--- config.mk ---
export PLATFORM = sky130hd
export DESIGN_NAME = mult_c3x2_lane_accumulator
export DESIGN_NICKNAME = d
export VERILOG_FILES = /design/src/rtl/mult_acc_pkg.sv /design/src/rtl/mult_lane_extend.sv /design/src/rtl/mult_c3x2_lane_accumulator.sv
export SDC_FILE = /design/constraint.sdc
export NUM_CORES = 1
export LEC_CHECK = 0
export BUFFER_PORTS_ARGS = -buffer_cell sky130_fd_sc_hd__buf_2
export CELL_PAD_IN_SITES_DETAIL_PLACEMENT = 0
export CELL_PAD_IN_SITES_GLOBAL_PLACEMENT = 1
export CORE_ASPECT_RATIO = 2
export CORE_UTILIZATION = 40
export CTS_CLUSTER_SIZE = 24
export DETAILED_ROUTE_END_ITERATION = 12
export GPL_ROUTABILITY_DRIVEN = 0
export PLACE_DENSITY_LB_ADDON = 0.1
export SYNTH_ARGS = -nofsm -noshare
export SYNTH_HDL_FRONTEND = slang
export SYNTH_SLANG_ARGS = --single-unit
--- constraint.sdc ---
create_clock -name clk -period 4.01 [get_ports clk]
set_clock_uncertainty 0.1 [all_clocks]
set_input_delay 0 -clock clk [delete_from_list [all_inputs] [get_ports clk]]
set_output_delay 0 -clock clk [all_outputs]
set_load 0.01 [all_outputs]
--- src/rtl/mult_acc_pkg.sv ---
// Shared types and constants for the packed-product lane accumulator.
// Holds the FSM state encoding, the lane widths and the mode encoding.
package mult_acc_pkg;

   typedef enum logic [1:0] {
      IDLE = 2'd0,
      ACC  = 2'd1,
      HOLD = 2'd2
   } state_t;

   typedef enum logic {
      MODE_FULL  = 1'b0,
      MODE_SPLIT = 1'b1
   } mode_t;

   localparam int FULL_W = 12;
   localparam int HALF_W = 6;

endpackage

--- src/rtl/mult_lane_extend.sv ---
// Widens one product lane to the accumulator width.
// The top bit is replicated when sign_ext is set; otherwise the lane is zero-filled.
module mult_lane_extend #(
   parameter int IN_W  = 12,
   parameter int ACC_W = 24
) (
   input  logic [IN_W-1:0]  lane_in,
   input  logic             sign_ext,
   output logic [ACC_W-1:0] lane_out
);

   always_comb begin
      if (sign_ext) begin
         lane_out = ACC_W'($signed(lane_in));
      end else begin
         lane_out = ACC_W'(lane_in);
      end
   end

endmodule

--- src/rtl/mult_c3x2_lane_accumulator.sv ---
// Accumulates the packed 12-bit multiplier product over a frame of beats.
// The product is treated as one full lane or two 6-bit lanes, and each frame sum is offered on a valid/ready port.
module mult_c3x2_lane_accumulator
   import mult_acc_pkg::*;
#(
   parameter int ACC_W = 24,
   parameter int CNT_W = 8
) (
   input  logic             clk,
   input  logic             rst_n,
   input  logic             in_valid,
   output logic             in_ready,
   input  logic [11:0]      C,
   input  logic             HALF_0,
   input  logic             HALF_1,
   input  logic             sign,
   input  logic [CNT_W-1:0] len,
   output logic             out_valid,
   input  logic             out_ready,
   output logic [ACC_W-1:0] acc0,
   output logic [ACC_W-1:0] acc1,
   output logic             out_split,
   output logic [CNT_W-1:0] out_count
);

   localparam logic [CNT_W-1:0] CNT_ONE = CNT_W'(1);

   state_t           state_q, state_d;
   mode_t            mode_q, mode_d, mode_sel;
   logic             sign_q, sign_d, sign_sel;
   logic [CNT_W-1:0] len_q, len_d, len_eff;
   logic [CNT_W-1:0] count_q, count_d, count_inc;
   logic [ACC_W-1:0] acc0_q, acc0_d, acc1_q, acc1_d;
   logic [ACC_W-1:0] ext_full, ext_hi, ext_lo;
   logic [ACC_W-1:0] lane0, lane1;
   logic             accept;

   // On the first beat the mode/sign come straight from the ports; later beats use the latched copy.
   always_comb begin
      mode_sel = mode_q;
      sign_sel = sign_q;
      if (state_q == IDLE) begin
         mode_sel = (HALF_1 & ~HALF_0) ? MODE_SPLIT : MODE_FULL;
         sign_sel = sign;
      end
   end

   mult_lane_extend #(.IN_W(FULL_W), .ACC_W(ACC_W)) u_ext_full (
      .lane_in(C), .sign_ext(sign_sel), .lane_out(ext_full)
   );
   mult_lane_extend #(.IN_W(HALF_W), .ACC_W(ACC_W)) u_ext_hi (
      .lane_in(C[11:6]), .sign_ext(sign_sel), .lane_out(ext_hi)
   );
   mult_lane_extend #(.IN_W(HALF_W), .ACC_W(ACC_W)) u_ext_lo (
      .lane_in(C[5:0]), .sign_ext(sign_sel), .lane_out(ext_lo)
   );

   always_comb begin
      lane0 = (mode_sel == MODE_SPLIT) ? ext_hi : ext_full;
      lane1 = (mode_sel == MODE_SPLIT) ? ext_lo : '0;
   end

   assign in_ready  = rst_n & (state_q != HOLD);
   assign out_valid = (state_q == HOLD);
   assign accept    = in_valid & in_ready;
   assign len_eff   = (len == '0) ? CNT_ONE : len;
   assign count_inc = count_q + CNT_ONE;

   always_comb begin
      state_d = state_q;
      mode_d  = mode_q;
      sign_d  = sign_q;
      len_d   = len_q;
      count_d = count_q;
      acc0_d  = acc0_q;
      acc1_d  = acc1_q;
      case (state_q)
         IDLE: begin
            if (accept) begin
               mode_d  = mode_sel;
               sign_d  = sign;
               len_d   = len_eff;
               count_d = CNT_ONE;
               acc0_d  = lane0;
               acc1_d  = lane1;
               state_d = (len_eff == CNT_ONE) ? HOLD : ACC;
            end
         end
         ACC: begin
            if (accept) begin
               count_d = count_inc;
               acc0_d  = acc0_q + lane0;
               acc1_d  = acc1_q + lane1;
               if (count_inc == len_q) begin
                  state_d = HOLD;
               end
            end
         end
         HOLD: begin
            if (out_ready) begin
               state_d = IDLE;
            end
         end
         default: state_d = IDLE;
      endcase
   end

   always_ff @(posedge clk or negedge rst_n) begin
      if (!rst_n) begin
         state_q <= IDLE;
         mode_q  <= MODE_FULL;
         sign_q  <= 1'b0;
         len_q   <= '0;
         count_q <= '0;
         acc0_q  <= '0;
         acc1_q  <= '0;
      end else begin
         state_q <= state_d;
         mode_q  <= mode_d;
         sign_q  <= sign_d;
         len_q   <= len_d;
         count_q <= count_d;
         acc0_q  <= acc0_d;
         acc1_q  <= acc1_d;
      end
   end

   assign acc0      = acc0_q;
   assign acc1      = acc1_q;
   assign out_split = (mode_q == MODE_SPLIT);
   assign out_count = count_q;

endmodule

==> results of run 1 <==
==> cell type report <==
class,instances,area (sq um),area share
Tap cell,189,236,0.0346
Multi-Input combinational cell,585,3820,0.559
Timing Repair Buffer,111,653,0.0955
Clock inverter,7,146,0.0214
Inverter,13,48.8,0.00714
Clock buffer,9,225,0.0329
Sequential cell,68,1700,0.249
==> synth_stat cells, drive strengths merged (4+ instances only) <==
master    n  area share
a211oi    6       0.011
a21o     25       0.033
a21oi    75       0.067
a31oi    13       0.017
and2      8      0.0088
and3     12       0.013
buf       7      0.0057
clkbuf   25       0.016
dfrtp    68        0.30
ha       49        0.11
inv      13      0.0086
mux2      9       0.018
mux2i     9       0.016
nand2   107       0.071
nand2b    6      0.0066
nand3    10      0.0088
nand4     4      0.0044
nor2     45       0.030
nor2b     5      0.0068
nor3     17       0.016
o211ai    7       0.010
o21a      7      0.0092
o21ai    73       0.067
o21bai    9       0.012
o22ai     4      0.0044
o31a      4      0.0062
o31ai     5      0.0066
xnor2    22       0.034
xor2     18       0.028
==> flip-flops by register name, summed over array words and instances, names as in the netlist <==
name       flops
acc0          24
acc1          24
len_q          8
out_count      8
out_split      1
sign_q         1
state_q        2
==> logic make-up after synthesis <==
kind of cell / after synthesis / share of synthesized area
fa+ha+maj: 51 / 0.115
flops: 68 / 0.299
mux: 18 / 0.0336
compound gates: 248 / 0.278
xor+xnor: 40 / 0.0615
buf+inv: 45 / 0.0308
simple gates: 228 / 0.183
==> critical path, stage by stage (launching register included) <==
cell and delay (ns):
dfrtp_1 0.39, buf_4 0.18, o21ai_1 0.22, o31a_2 0.34
nor2_1 0.14, a21o_1 0.22, ha_1 0.37, o21ai_0 0.12
a21oi_1 0.32, a311oi_2 0.18, nor3_2 0.28, a32oi_1 0.21
a31oi_1 0.26, mux2i_1 0.21, nand2_1 0.06
==> routing by layer <==
metal / vias up / track usage / part of all wire
met5: - / 0 / 0
met4: 0 / 0.122 / 0.036
met1: 2617 / 0.253 / 0.38
li1: 2708 / - / -
met2: 120 / 0.485 / 0.55
met3: 41 / 0.0342 / 0.034
==> where the power goes <==
part / internal [mW] / switching [mW] / total [mW]
clock: 0.675 / 0.340 / 1.02
sequential: 0.958 / 0.264 / 1.22
combinational: 1.42 / 1.98 / 3.41
==> worst max-delay path by stage <==
stage                                end  slack (ns)  cells past startpoint                   start
floorplan           acc1[18]$_DFFE_PN0P_        0.55                     15  state_q[1]$_DFFE_PN0P_
global placement    acc0[22]$_DFFE_PN0P_        0.26                     14  state_q[1]$_DFFE_PN0P_
detailed placement  acc0[22]$_DFFE_PN0P_        0.13                     14  state_q[1]$_DFFE_PN0P_
CTS                 acc0[22]$_DFFE_PN0P_        0.10                     14  state_q[0]$_DFFE_PN0P_
global route        acc0[22]$_DFFE_PN0P_        0.01                     15  state_q[1]$_DFFE_PN0P_
finish              acc0[22]$_DFFE_PN0P_        0.31                     14  state_q[0]$_DFFE_PN0P_
==> timing repair <==
item / 4_1_cts / 5_1_grt
hold endpoints to repair: 79 / 0
gates resized for setup: 0 / 3
hold buffers: 13 / 0
endpoints found under the setup margin: 0 / 6
==> per-stage QoR <==
step                       util  instances  setup slack [ns]  total power [mW]  instance area (sq um)
after floorplan               -        698             0.548              3.67                   5690
after global placement    0.456        953             0.259              4.55                   6330
after detailed placement  0.456        953             0.132              4.62                   6330
after CTS                 0.492        982             0.100              5.67                   6830
after global routing      0.492        982            0.0118              6.14                   6840
final                     0.492        982             0.306              5.64                   6840
==> metrics.cfg, run 1 <==
[hold_path]
min_from = C[4]
hold-path-cell-count = 5
holdCritPathClass = input port to flip-flop
hold_end = acc0[4]$_DFFE_PN0P_

[die]
core_sq_um = 13900
die_area_sq_um = 14700
die_x_microns = 86.4
die_h_microns = 171
num_io_pins = 86
rows = 61
initial_utilization = 0.410

[global_routing]
grt_pass1_vias = 5606
grt_pass1_wl_mm = 28.4
grt_util_all_layers = 0.250
grt_remaining_overflow = 0
antenna_found_initial = 1
grt_max_degree = 70

[cts]
cts_setup_buffers = 0
cts_tree = yes
cts_buffer_depth = 2
cts.clk_slew.worst_paths_ns = 0.06
clk_latency_ns = 0.34
clkSinkCount = 68
cts.htree.levels = 3
cts_buffers = 9
cts_root_buf = clkbuf_16

[layout]
final_common_cell = nand2_1
syn_to_final_growth_pct = 20.1
mostFrequentLayoutCells = nand2_1, buf_2, a21oi_1
diodes = 0
nNetsFinal = 866
drive_gt1_frac = 0.183
fillers = 1420

[timing]
hold_viol = 1
worst_slew_pin_slew_ns = 0.940
finalCriticalPeriod_ns = 3.70
max_clock_freq_mhz = 270
relSlewSlack = 0.371
whs_ns = -0.00870
drv_slew = 0
finalSetupTns_ns = 0
period_share = 0.924
rsz0062_at_grt = no
setup_violations = 0

[logic_synthesis]
synth_edf_count = 0
ys.flop_type = dfrtp_1
yosys_warnings = 0
yosysSeqAreaShare = 0.299
netlist_area_sq_um = 5690
ys_types = 65
synthCells = 698
syn_area_per_cell_sq_um = 8.16
synth.net_count = 776
ys_ff_latch = 68
synth-async-reset-ratio = 1.00

[placement]
port_buffers = 85
dp_hpwl_mm = 13.3

[route]
drt-vias-per-instance = 5.59
wl_per_cell_microns = 17.9
drt_iter0_markers = 190
dr_total_vias = 5486
wl_mm = 17.6
drc_errors = 0
dr.pass1.iters = 5
antenna_left = 0

[power_and_ir_drop]
powerDensity_nw_per_um2 = 826
vdd_drop_max_uv = 361
cellLeakagePower_nw = 3.31

[critical_path]
setup.worst_path.start_class = flip-flop
cp-end-kind = flip-flop
regToRegEndpoint = acc0[22]$_DFFE_PN0P_
critPathArrivalTime_ns = 3.83
r2r_cells = 14
required_ns = 4.14
path_class = flip-flop to flip-flop
r2r_start = state_q[0]$_DFFE_PN0P_
r2r_slack_ns = 0.31
path_max_fanout = 13

[run]
drv_cap = 0

[run_status]
violations = negative hold slack
outcome = finished, violations left

No activity file was read; power rests on OpenSTA's default activity.
==> run 2, diff against run 1 <==
GPL_ROUTABILITY_DRIVEN = unset   (was 0)
PLACE_DENSITY = 0.83   (was unset)
PLACE_DENSITY_LB_ADDON = unset   (was 0.1)
==> metrics.cfg, run 2 (synthesized netlist as in run 1, its figures left out) <==
[route]
drt-vias-per-instance = 5.66
drt_iter0_markers = 257
wl_mm = 17.7
drc_errors = 0
dr.pass1.iters = 4
wl_per_cell_microns = 18.0
dr_total_vias = 5565
antenna_left = 0

[die]
die_h_microns = 171
initial_utilization = 0.410
die_area_sq_um = 14700
rows = 61
die_x_microns = 86.4
num_io_pins = 86
core_sq_um = 13900

[cts]
cts_hold_buf = 15
cts_root_buf = clkbuf_16
post_cts_resized = 0
cts_setup_buffers = 0
cts_tree = yes
cts_buffers = 9
clkSinkCount = 68
clk_latency_ns = 0.34
cts_buffer_depth = 2
cts.htree.levels = 3
cts.clk_slew.worst_paths_ns = 0.06

[power_and_ir_drop]
vdd_drop_max_uv = 303
switching_share = 0.455
powerDensity_nw_per_um2 = 840
pwr-share-seq = 0.215
intPower_mw = 3.14
clockPowerShare = 0.189
cellLeakagePower_nw = 3.33
p_switching_mw = 2.63
comb_power_share = 0.597

[layout]
diodes = 0
final_common_cell = nand2_1
syn_to_final_growth_pct = 20.7
drive_gt1_frac = 0.179
nNetsFinal = 867
mostFrequentLayoutCells = nand2_1, buf_2, a21oi_1

[timing]
finalSetupTns_ns = 0
finalCriticalPeriod_ns = 3.81
worst_slew_pin_slew_ns = 1.02
relSlewSlack = 0.312
rsz0062_at_grt = no
drv_slew = 0
period_share = 0.951
max_clock_freq_mhz = 262
setup_violations = 0
whs_ns = 0.0118
hold_viol = 0

[global_routing]
use_met3 = 0.0342
antenna_found_initial = 0
grt_max_degree = 61
grt_busiest_layer = met2
grt_pass1_vias = 5788
grt_pass1_wl_mm = 28.3
met1_usage = 0.244
met2_usage = 0.493
grt_util_all_layers = 0.249
grt_remaining_overflow = 0

[critical_path]
cp-end-kind = flip-flop
critPathArrivalTime_ns = 3.93
r2r_cells = 14
path_max_fanout = 12
setup.worst_path.start_class = flip-flop
required_ns = 4.13
path_class = flip-flop to flip-flop

[hold_path]
hold-path-cell-count = 5
holdCritPathClass = input port to flip-flop

[placement]
routabilityCongestion = 0.883
dp_hpwl_mm = 13.5
port_buffers = 85

[run_status]
outcome = finished clean

[run]
drv_cap = 0

run 2: cell count changes in the layout (fill, tap and decap cells not counted), sizes merged:
cell,delta
buf,-1
bufinv,+1
clkbuf,+1
clkinv,-1
dlygate4sd3,+2
inv,-1
run 2: area by class of cell:
cell class	instances	area [sq um]
fillers	1416	7020
multi-input cells	585	3820
flip-flops and latches	68	1700
well taps	189	236
repair buffers	112	666
clock buffers	10	239
clock inverters	6	159
inverters	13	48.8
run 2: power groups by stage:
stage	clock, mW	sequential, mW	combinational [mW]
after floorplan	0	1.27	2.40
final	1.09	1.24	3.44
after detailed placement	0	1.25	3.42
after global routing	1.12	1.28	3.81
after CTS	1.10	1.24	3.45
after global placement	0	1.24	3.35
run 2: stage by stage:
step                instance area, sq um   util  power (mW)  setup slack [ns]  cells
floorplan                           5690      -        3.67             0.548    698
finish                              6870  0.495        5.77             0.198    983
CTS                                 6870  0.495        5.79             0.201    983
global route                        6870  0.495        6.21          0.000678    983
detailed placement                  6320  0.455        4.67             0.210    952
global placement                    6320  0.455        4.59             0.324    952
run 2: layer usage:
| layer | wire length [microns] | share of wire |
|---|---|---|
| met1 | 6520 | 0.37 |
| met3 | 524 | 0.030 |
| met4 | 707 | 0.040 |
| met5 | 0 | 0 |
| met2 | 9930 | 0.56 |
run 2: critical path, cell delays in order, from the launching register on:
cell      delay [ns]
dfrtp_1         0.50
nor2_1          0.16
mux2_2          0.37
nand2_1         0.16
nor2_1          0.12
a21o_1          0.21
ha_1            0.38
o21ai_0         0.12
a21oi_1         0.33
a311oi_2        0.21
nor3_2          0.31
a32oi_1         0.20
a31oi_1         0.24
mux2i_1         0.21
nand2_1         0.07
run 2: worst paths after layout:
| kind | start | to | slack (ns) |
|---|---|---|---|
| max in group asynchronous | rst_n | acc1[23]$_DFFE_PN0P_ | 2.76 |
| min in group asynchronous | rst_n | acc1[16]$_DFFE_PN0P_ | 0.12 |
| min | C[3] | acc0[3]$_DFFE_PN0P_ | 0.01 |
| max | state_q[1]$_DFFE_PN0P_ | acc0[22]$_DFFE_PN0P_ | 0.20 |
| min reg2reg | acc0[2]$_DFFE_PN0P_ | acc0[2]$_DFFE_PN0P_ | 0.41 |
| max reg2reg | state_q[1]$_DFFE_PN0P_ | acc0[22]$_DFFE_PN0P_ | 0.20 |
